$ cat src/rtl/axi_write_buffer.sv
// axi_write_buffer: posted-write FIFO from the MEM stage draining as single-beat AXI3 writes
// Optional feature macro: AXI_WB_KSEG_MAP_EN (strip kseg0/kseg1 segment bits from awaddr)
// Ports:
//   clk_i, reset_ni                 clock, asynchronous active-low reset
//   we_i/address_i/data_i/select_i  store request; mem_write_done_o acks it the same cycle
//   query_addr_i -> query_hit_o     read-after-write hazard lookup over all pending entries
//   wb_empty_o, wb_full_o           buffer status (empty also requires nothing in flight)
//   aw*_o/awready_i, w*_o/wready_i  AXI3 write address / data channels
//   bid_i/bresp_i/bvalid_i/bready_o AXI3 write response channel (id and resp ignored)
module axi_write_buffer #(
    parameter int DEPTH = 4,
    parameter logic [3:0] AXI_ID = 4'b0001,
    parameter int PTR_W = $clog2(DEPTH)
) (
    input  logic        clk_i,
    input  logic        reset_ni,
    input  logic        we_i,
    input  logic [31:0] address_i,
    input  logic [31:0] data_i,
    input  logic [3:0]  select_i,
    output logic        mem_write_done_o,
    input  logic [31:0] query_addr_i,
    output logic        query_hit_o,
    output logic        wb_empty_o,
    output logic        wb_full_o,
    output logic [3:0]  awid_o,
    output logic [31:0] awaddr_o,
    output logic [3:0]  awlen_o,
    output logic [2:0]  awsize_o,
    output logic [1:0]  awburst_o,
    output logic [1:0]  awlock_o,
    output logic [3:0]  awcache_o,
    output logic [2:0]  awprot_o,
    output logic        awvalid_o,
    input  logic        awready_i,
    output logic [3:0]  wid_o,
    output logic [31:0] wdata_o,
    output logic [3:0]  wstrb_o,
    output logic        wlast_o,
    output logic        wvalid_o,
    input  logic        wready_i,
    input  logic [3:0]  bid_i,
    input  logic [1:0]  bresp_i,
    input  logic        bvalid_i,
    output logic        bready_o
);
    localparam logic [1:0] IDLE = 2'd0, SEND = 2'd1, RESP = 2'd2;
    logic [31:0] addr_q [DEPTH];
    logic [31:0] data_q [DEPTH];
    logic [3:0] sel_q [DEPTH];
    logic [PTR_W-1:0] rd_q, rd_d, wr_q, wr_d;
    logic [PTR_W:0] count_q, count_d;
    logic [1:0] state_q, state_d;
    logic awvalid_q, awvalid_d, wvalid_q, wvalid_d;
    logic push, pop;
    logic [31:0] head;
    logic unused;
    assign unused = ^{bid_i, bresp_i, query_addr_i[1:0]};
    assign push = we_i & ~wb_full_o;
    assign pop = (state_q == RESP) & bvalid_i;
    assign head = addr_q[rd_q];
    always_comb begin
        count_d = count_q + (PTR_W+1)'(push) - (PTR_W+1)'(pop);
        wr_d = wr_q + PTR_W'(push);
        rd_d = rd_q + PTR_W'(pop);
        state_d = state_q;
        awvalid_d = awvalid_q;
        wvalid_d = wvalid_q;
        if (state_q == IDLE && count_q != '0) begin
            state_d = SEND;
            awvalid_d = 1'b1;
            wvalid_d = 1'b1;
        end
        if (state_q == SEND) begin
            awvalid_d = awvalid_q & ~awready_i;
            wvalid_d = wvalid_q & ~wready_i;
            state_d = (awvalid_d | wvalid_d) ? SEND : RESP;
        end
        // Count after the pop includes a same-cycle push, so a new entry chains straight into SEND.
        if (pop) begin
            state_d = (count_d != '0) ? SEND : IDLE;
            awvalid_d = count_d != '0;
            wvalid_d = count_d != '0;
        end
    end
    always_ff @(posedge clk_i or negedge reset_ni) begin
        if (!reset_ni) begin
            rd_q <= '0;
            wr_q <= '0;
            count_q <= '0;
            state_q <= IDLE;
            awvalid_q <= 1'b0;
            wvalid_q <= 1'b0;
        end else begin
            rd_q <= rd_d;
            wr_q <= wr_d;
            count_q <= count_d;
            state_q <= state_d;
            awvalid_q <= awvalid_d;
            wvalid_q <= wvalid_d;
        end
    end
    always_ff @(posedge clk_i) begin
        if (push) begin
            addr_q[wr_q] <= address_i;
            data_q[wr_q] <= data_i;
            sel_q[wr_q] <= select_i;
        end
    end
    // An entry is live when its distance from the head (mod DEPTH) is below count.
    always_comb begin
        query_hit_o = 1'b0;
        for (int i = 0; i < DEPTH; i++)
            if ({1'b0, PTR_W'(PTR_W'(i) - rd_q)} < count_q && addr_q[i][31:2] == query_addr_i[31:2])
                query_hit_o = 1'b1;
    end
`ifdef AXI_WB_KSEG_MAP_EN
    assign awaddr_o = (head[31:30] == 2'b10) ? {3'b000, head[28:0]} : head;
`else
    assign awaddr_o = head;
`endif
    assign mem_write_done_o = push;
    assign wb_full_o = count_q == (PTR_W+1)'(DEPTH);
    assign wb_empty_o = count_q == '0 && state_q == IDLE;
    assign awid_o = AXI_ID;
    assign awlen_o = 4'd0;
    assign awsize_o = 3'b010;
    assign awburst_o = 2'b01;
    assign awlock_o = 2'b00;
    assign awcache_o = 4'd0;
    assign awprot_o = 3'd0;
    assign awvalid_o = awvalid_q;
    assign wid_o = AXI_ID;
    assign wdata_o = data_q[rd_q];
    assign wstrb_o = sel_q[rd_q];
    assign wlast_o = 1'b1;
    assign wvalid_o = wvalid_q;
    assign bready_o = 1'b1;
endmodule
$ cat config.mk
export PLATFORM = sky130hd
export DESIGN_NAME = axi_write_buffer
export DESIGN_NICKNAME = d
export VERILOG_FILES = /design/src/rtl/axi_write_buffer.sv
export SDC_FILE = /design/constraint.sdc
export NUM_CORES = 1
export LEC_CHECK = 0
export CAP_MARGIN = 20
export CORE_MARGIN = 3
export CORE_UTILIZATION = 53
export DETAILED_ROUTE_END_ITERATION = 12
export PLACE_DENSITY = 0.89
export SETUP_SLACK_MARGIN = 0.5
export SLEW_MARGIN = 20
export SYNTH_ARGS = -nofsm -noshare
export SYNTH_HDL_FRONTEND = slang
export SYNTH_SLANG_ARGS = --single-unit
export TNS_END_PERCENT = 10
$ cat constraint.sdc
create_clock -name clk_i -period 6.95 [get_ports clk_i]
set_input_delay 1.39 -clock clk_i [delete_from_list [all_inputs] [get_ports clk_i]]
set_output_delay 1.39 -clock clk_i [all_outputs]
set_load 0.1 [all_outputs]
==> Flow_metrics.wiki <==
{| class="wikitable"
! Metric !! Value
|-
| Run status || finished, final reports clean
|-
| Worst relative slew slack || 0.241
|-
| Final-report setup violation count || 0
|-
| Comb power frac || 0.261
|-
| Initial Utilization || 0.547
|-
| Internal Power || 3.46 mW
|-
| Pin count of the biggest net entering global routing || 73
|-
| Setup ws final || between 1.5 and 2 ns
|-
| Setup_tns || 0 ns
|-
| Post-Synthesis Cell Area || 12,100 µm²
|-
| Unrepaired setup endpoints after global routing || false
|-
| Worst IR Drop VDD || 0.000279 V
|-
| Max clock buf depth || 3
|-
| Clock-pin slew on the worst setup and hold paths || 0.06 ns
|-
| Post-cts gate resize count || 0
|-
| Number of maximum-capacitance constraint violations || 0
|-
| Capture point of the worst reg-to-reg path || addr_q[2][12]
|-
| Total cell area at the placement stage || around 14,000 µm²
|-
| H-tree lvl count || 1
|-
| Count of placed standard cells including taps || 1,067
|-
| Crit. End Element || output pin
|-
| Number of placement rows || 54
|-
| Area share of the leading cell type in the synthesized netlist || 0.676
|-
| Type of the worst setup path || input pin to output pin
|-
| Switching power as a share of total power || 0.330
|-
| Via count || 6,447
|-
| Register-to-Register Setup Slack || 4.15 ns
|-
| Number of cells produced by synthesis || 637
|-
| Remaining design rule violation count || 0
|-
| Count of buffers inserted at the top-level ports || 177
|-
| Launching element type of the critical path || input pin
|-
| Final number of hold-violating endpoints || 0
|-
| Hold Crit Depth || 2
|-
| Startpoint of the most critical register-to-register path || count_q[2]
|-
| Count of nets left with antenna violations after detail routing || 0
|-
| Overall die height || 157 µm
|-
| Post-synthesis sequential area ratio || 0.699
|-
| Post-DR wirelength/cell || between 20 and 25 µm
|-
| Final HPWL from detailed placement || 17,700 µm
|-
| Setup repair bufs after CTS || 0
|-
| Die footprint || 24,600 µm²
|-
| Fin. max-slew vios || 0
|-
| Power consumption || 5.16 mW
|-
| Post-Layout Inst Area || 14,900 µm²
|-
| CTS hold repair buffers || 0
|-
| Net Switching || 1.71 mW
|-
| Fin nets || 936
|-
| Vias in the first global route || approximately 6,700
|-
| Static leakage || 4.79 nW
|-
| Cell area power density || 347 nW/µm²
|-
| Worst Tran Pin Value || around 1.1 ns
|-
| Drt initial violations || 565
|-
| Mean area per synthesized cell || 19.0 µm²
|-
| Depth of the worst register-to-register path || 6
|-
| Endpoint required time on the critical path || 5.56 ns
|-
| DRT Pass-1 Iters || 4
|-
| Clock Skew || 0.0262 ns
|-
| Via density || roughly 5.8
|-
| Delay of the slowest critical-path stage || 0.51 ns
|-
| Crit path time final || 4.95 ns
|-
| Hold Crit Class || flip-flop to flip-flop
|-
| Std-Cell Core Area || 22,100 µm²
|-
| Hold WS || 0.512 ns
|-
| Root buf cell || sky130_fd_sc_hd__clkbuf_16
|-
| Maximum fanout count along the critical path || 4
|-
| Cell type contributing the most total cell area after synthesis || sky130_fd_sc_hd__edfxtp_1
|-
| Worst hold path endpoint || awvalid_o
|-
| Clk_lat worst skew || around 0.54 ns
|-
| Period Utilization, post-route || 0.713
|-
| Most repeated library cell on the critical path || sky130_fd_sc_hd__nand4_1
|-
| Routed wire length || 26,900 µm
|-
| Series of cell instances along the critical path || clkdlybuf4s50_1 > xor2_1 > nor4_1 > nand4_1 > or3_1 > nand4_1 > buf_4
|-
| Startpoint of the worst hold path || awvalid_o
|-
| Cell at the slowest stage of the critical path || sky130_fd_sc_hd__clkdlybuf4s50_1
|-
| Count of different cell masters after synthesis || 36
|-
| Maximum operating frequency || 202 MHz
|-
| Ys Warns || 0
|-
| Clock tree from TritonCTS || done
|-
| Part of the power in registers || 0.462
|-
| CTS buffer count || 27
|-
| Area Growth Syn to Fin || 23.2%
|-
| Combined global-route utilization of all metal layers || 0.218
|-
| Most area-consuming cells after synthesis || sky130_fd_sc_hd__edfxtp_1, sky130_fd_sc_hd__mux4_2, sky130_fd_sc_hd__xnor2_1
|-
| Number of standard cells in the layout, taps in and fillers out || between 1,000 and 1,500
|-
| Synthesized flop and latch total || 283
|-
| Clock group share of total power || 0.277
|-
| Gp weighted congestion || 0.842
|-
| Proportion of layout cells with a drive suffix above 1 || 0.146
|-
| Total global routing overflow || 0
|-
| Boundary Pins || between 200 and 250
|-
| Worst slack, placed || just under 2 ns
|-
| Post-route core utilization || 0.674
|-
| Number of antenna violations at the first check in global routing || 2
|-
| Wire length of the first global-routing pass || 40,300 µm
|-
| CTS sink cnt || 283
|-
| CP arrival || about 3.6 ns
|-
| DIE WIDTH || 157 µm
|}
cell usage after synthesis, drive strengths merged:
cell,count
nand3,4
o21ai,4
a2111o,2
o21a,1
xnor2,78
nor3,4
dfrtp,11
and3,1
nor2,3
xor2,48
edfxtp,272
fa,1
a21oi,4
or2,1
nand3b,1
nand2,9
buf,42
a2111oi,2
nor3b,1
nand4,21
nor2b,2
clkbuf,18
nor4b,1
nor4,12
nand2b,4
or3,1
mux4,68
inv,12
ha,7
conb,2
final cells by class:
class / count / area [µm²]
Clock buffer: 38 / 727
Tap cell: 280 / 350
Fill cell: 1410 / 7210
Clock inverter: 12 / 136
Multi-Input combinational cell: 308 / 3350
Timing Repair Buffer: 184 / 1820
Antenna cell: 1 / 2.50
Sequential cell: 283 / 8450
Inverter: 12 / 45.0
layer usage:
layer	part of all wire	routed length, µm	global-route usage	vias to the layer above
met5	0.00048	13	0	-
met4	0.022	584	0.0484	2
met3	0.097	2600	0.0531	42
met2	0.50	13500	0.362	351
met1	0.38	10300	0.298	3264
li1	-	-	-	2788
how the worst max path moves through the flow:
stage,start,to
finish,query_addr_i[16],query_hit_o
global route,rd_q[0],awaddr_o[27]
CTS,rd_q[0],awaddr_o[5]
detailed placement,query_addr_i[16],query_hit_o
global placement,query_addr_i[16],query_hit_o
floorplan,we_i,addr_q[0][0]
layout by cell type (no fill, tap or decap), types with 7 or more instances in the layout:
master	count
sky130_fd_sc_hd__buf_4	8
sky130_fd_sc_hd__clkbuf_1	10
sky130_fd_sc_hd__clkbuf_16	27
sky130_fd_sc_hd__clkdlybuf4s50_1	176
sky130_fd_sc_hd__conb_1	28
sky130_fd_sc_hd__dfrtp_1	9
sky130_fd_sc_hd__edfxtp_1	272
sky130_fd_sc_hd__ha_1	7
sky130_fd_sc_hd__inv_1	10
sky130_fd_sc_hd__mux4_2	68
sky130_fd_sc_hd__nand2_1	9
sky130_fd_sc_hd__nand4_1	21
sky130_fd_sc_hd__nor4_1	11
sky130_fd_sc_hd__xnor2_1	78
sky130_fd_sc_hd__xor2_1	48
kinds of logic after synthesis:
| logic type | after synthesis | share of synthesized area |
|---|---|---|
| and+or+nand+nor | 65 | 0.0313 |
| xor gates and xnor gates | 126 | 0.0913 |
| AOI/OAI and AO/OA | 13 | 0.00777 |
| buffers and inverters | 72 | 0.0346 |
| adders and majority gates | 8 | 0.00891 |
| DFF | 283 | 0.699 |
| muxes | 68 | 0.127 |
| other | 2 | 0.000622 |
sequential cells by signal, summed over array words and instances, names as in the netlist:
register and cells:
addr_q 128, data_q 128, sel_q 16, count_q 3, rd_q 2, state_q 2
wr_q 2, awvalid_o 1, wvalid_o 1
power by group through the flow:
stage                     Clock (mW)  Sequential [mW]  Combinational [mW]
after floorplan                    0             2.40               0.966
after global placement             0             2.39                1.33
after detailed placement           0             2.42                1.35
after CTS                       1.46             2.39                1.36
after global routing            1.52             2.41                1.41
final                           1.43             2.39                1.35
worst max-delay path, delay by kind of cell:
| family | cells | cell delay [ns] |
|---|---|---|
| buffers and inverters | 2 | 0.82 |
| xor gates and xnor gates | 1 | 0.20 |
| and+or+nand+nor | 4 | 1.15 |
No activity file was read; power rests on OpenSTA's default activity.
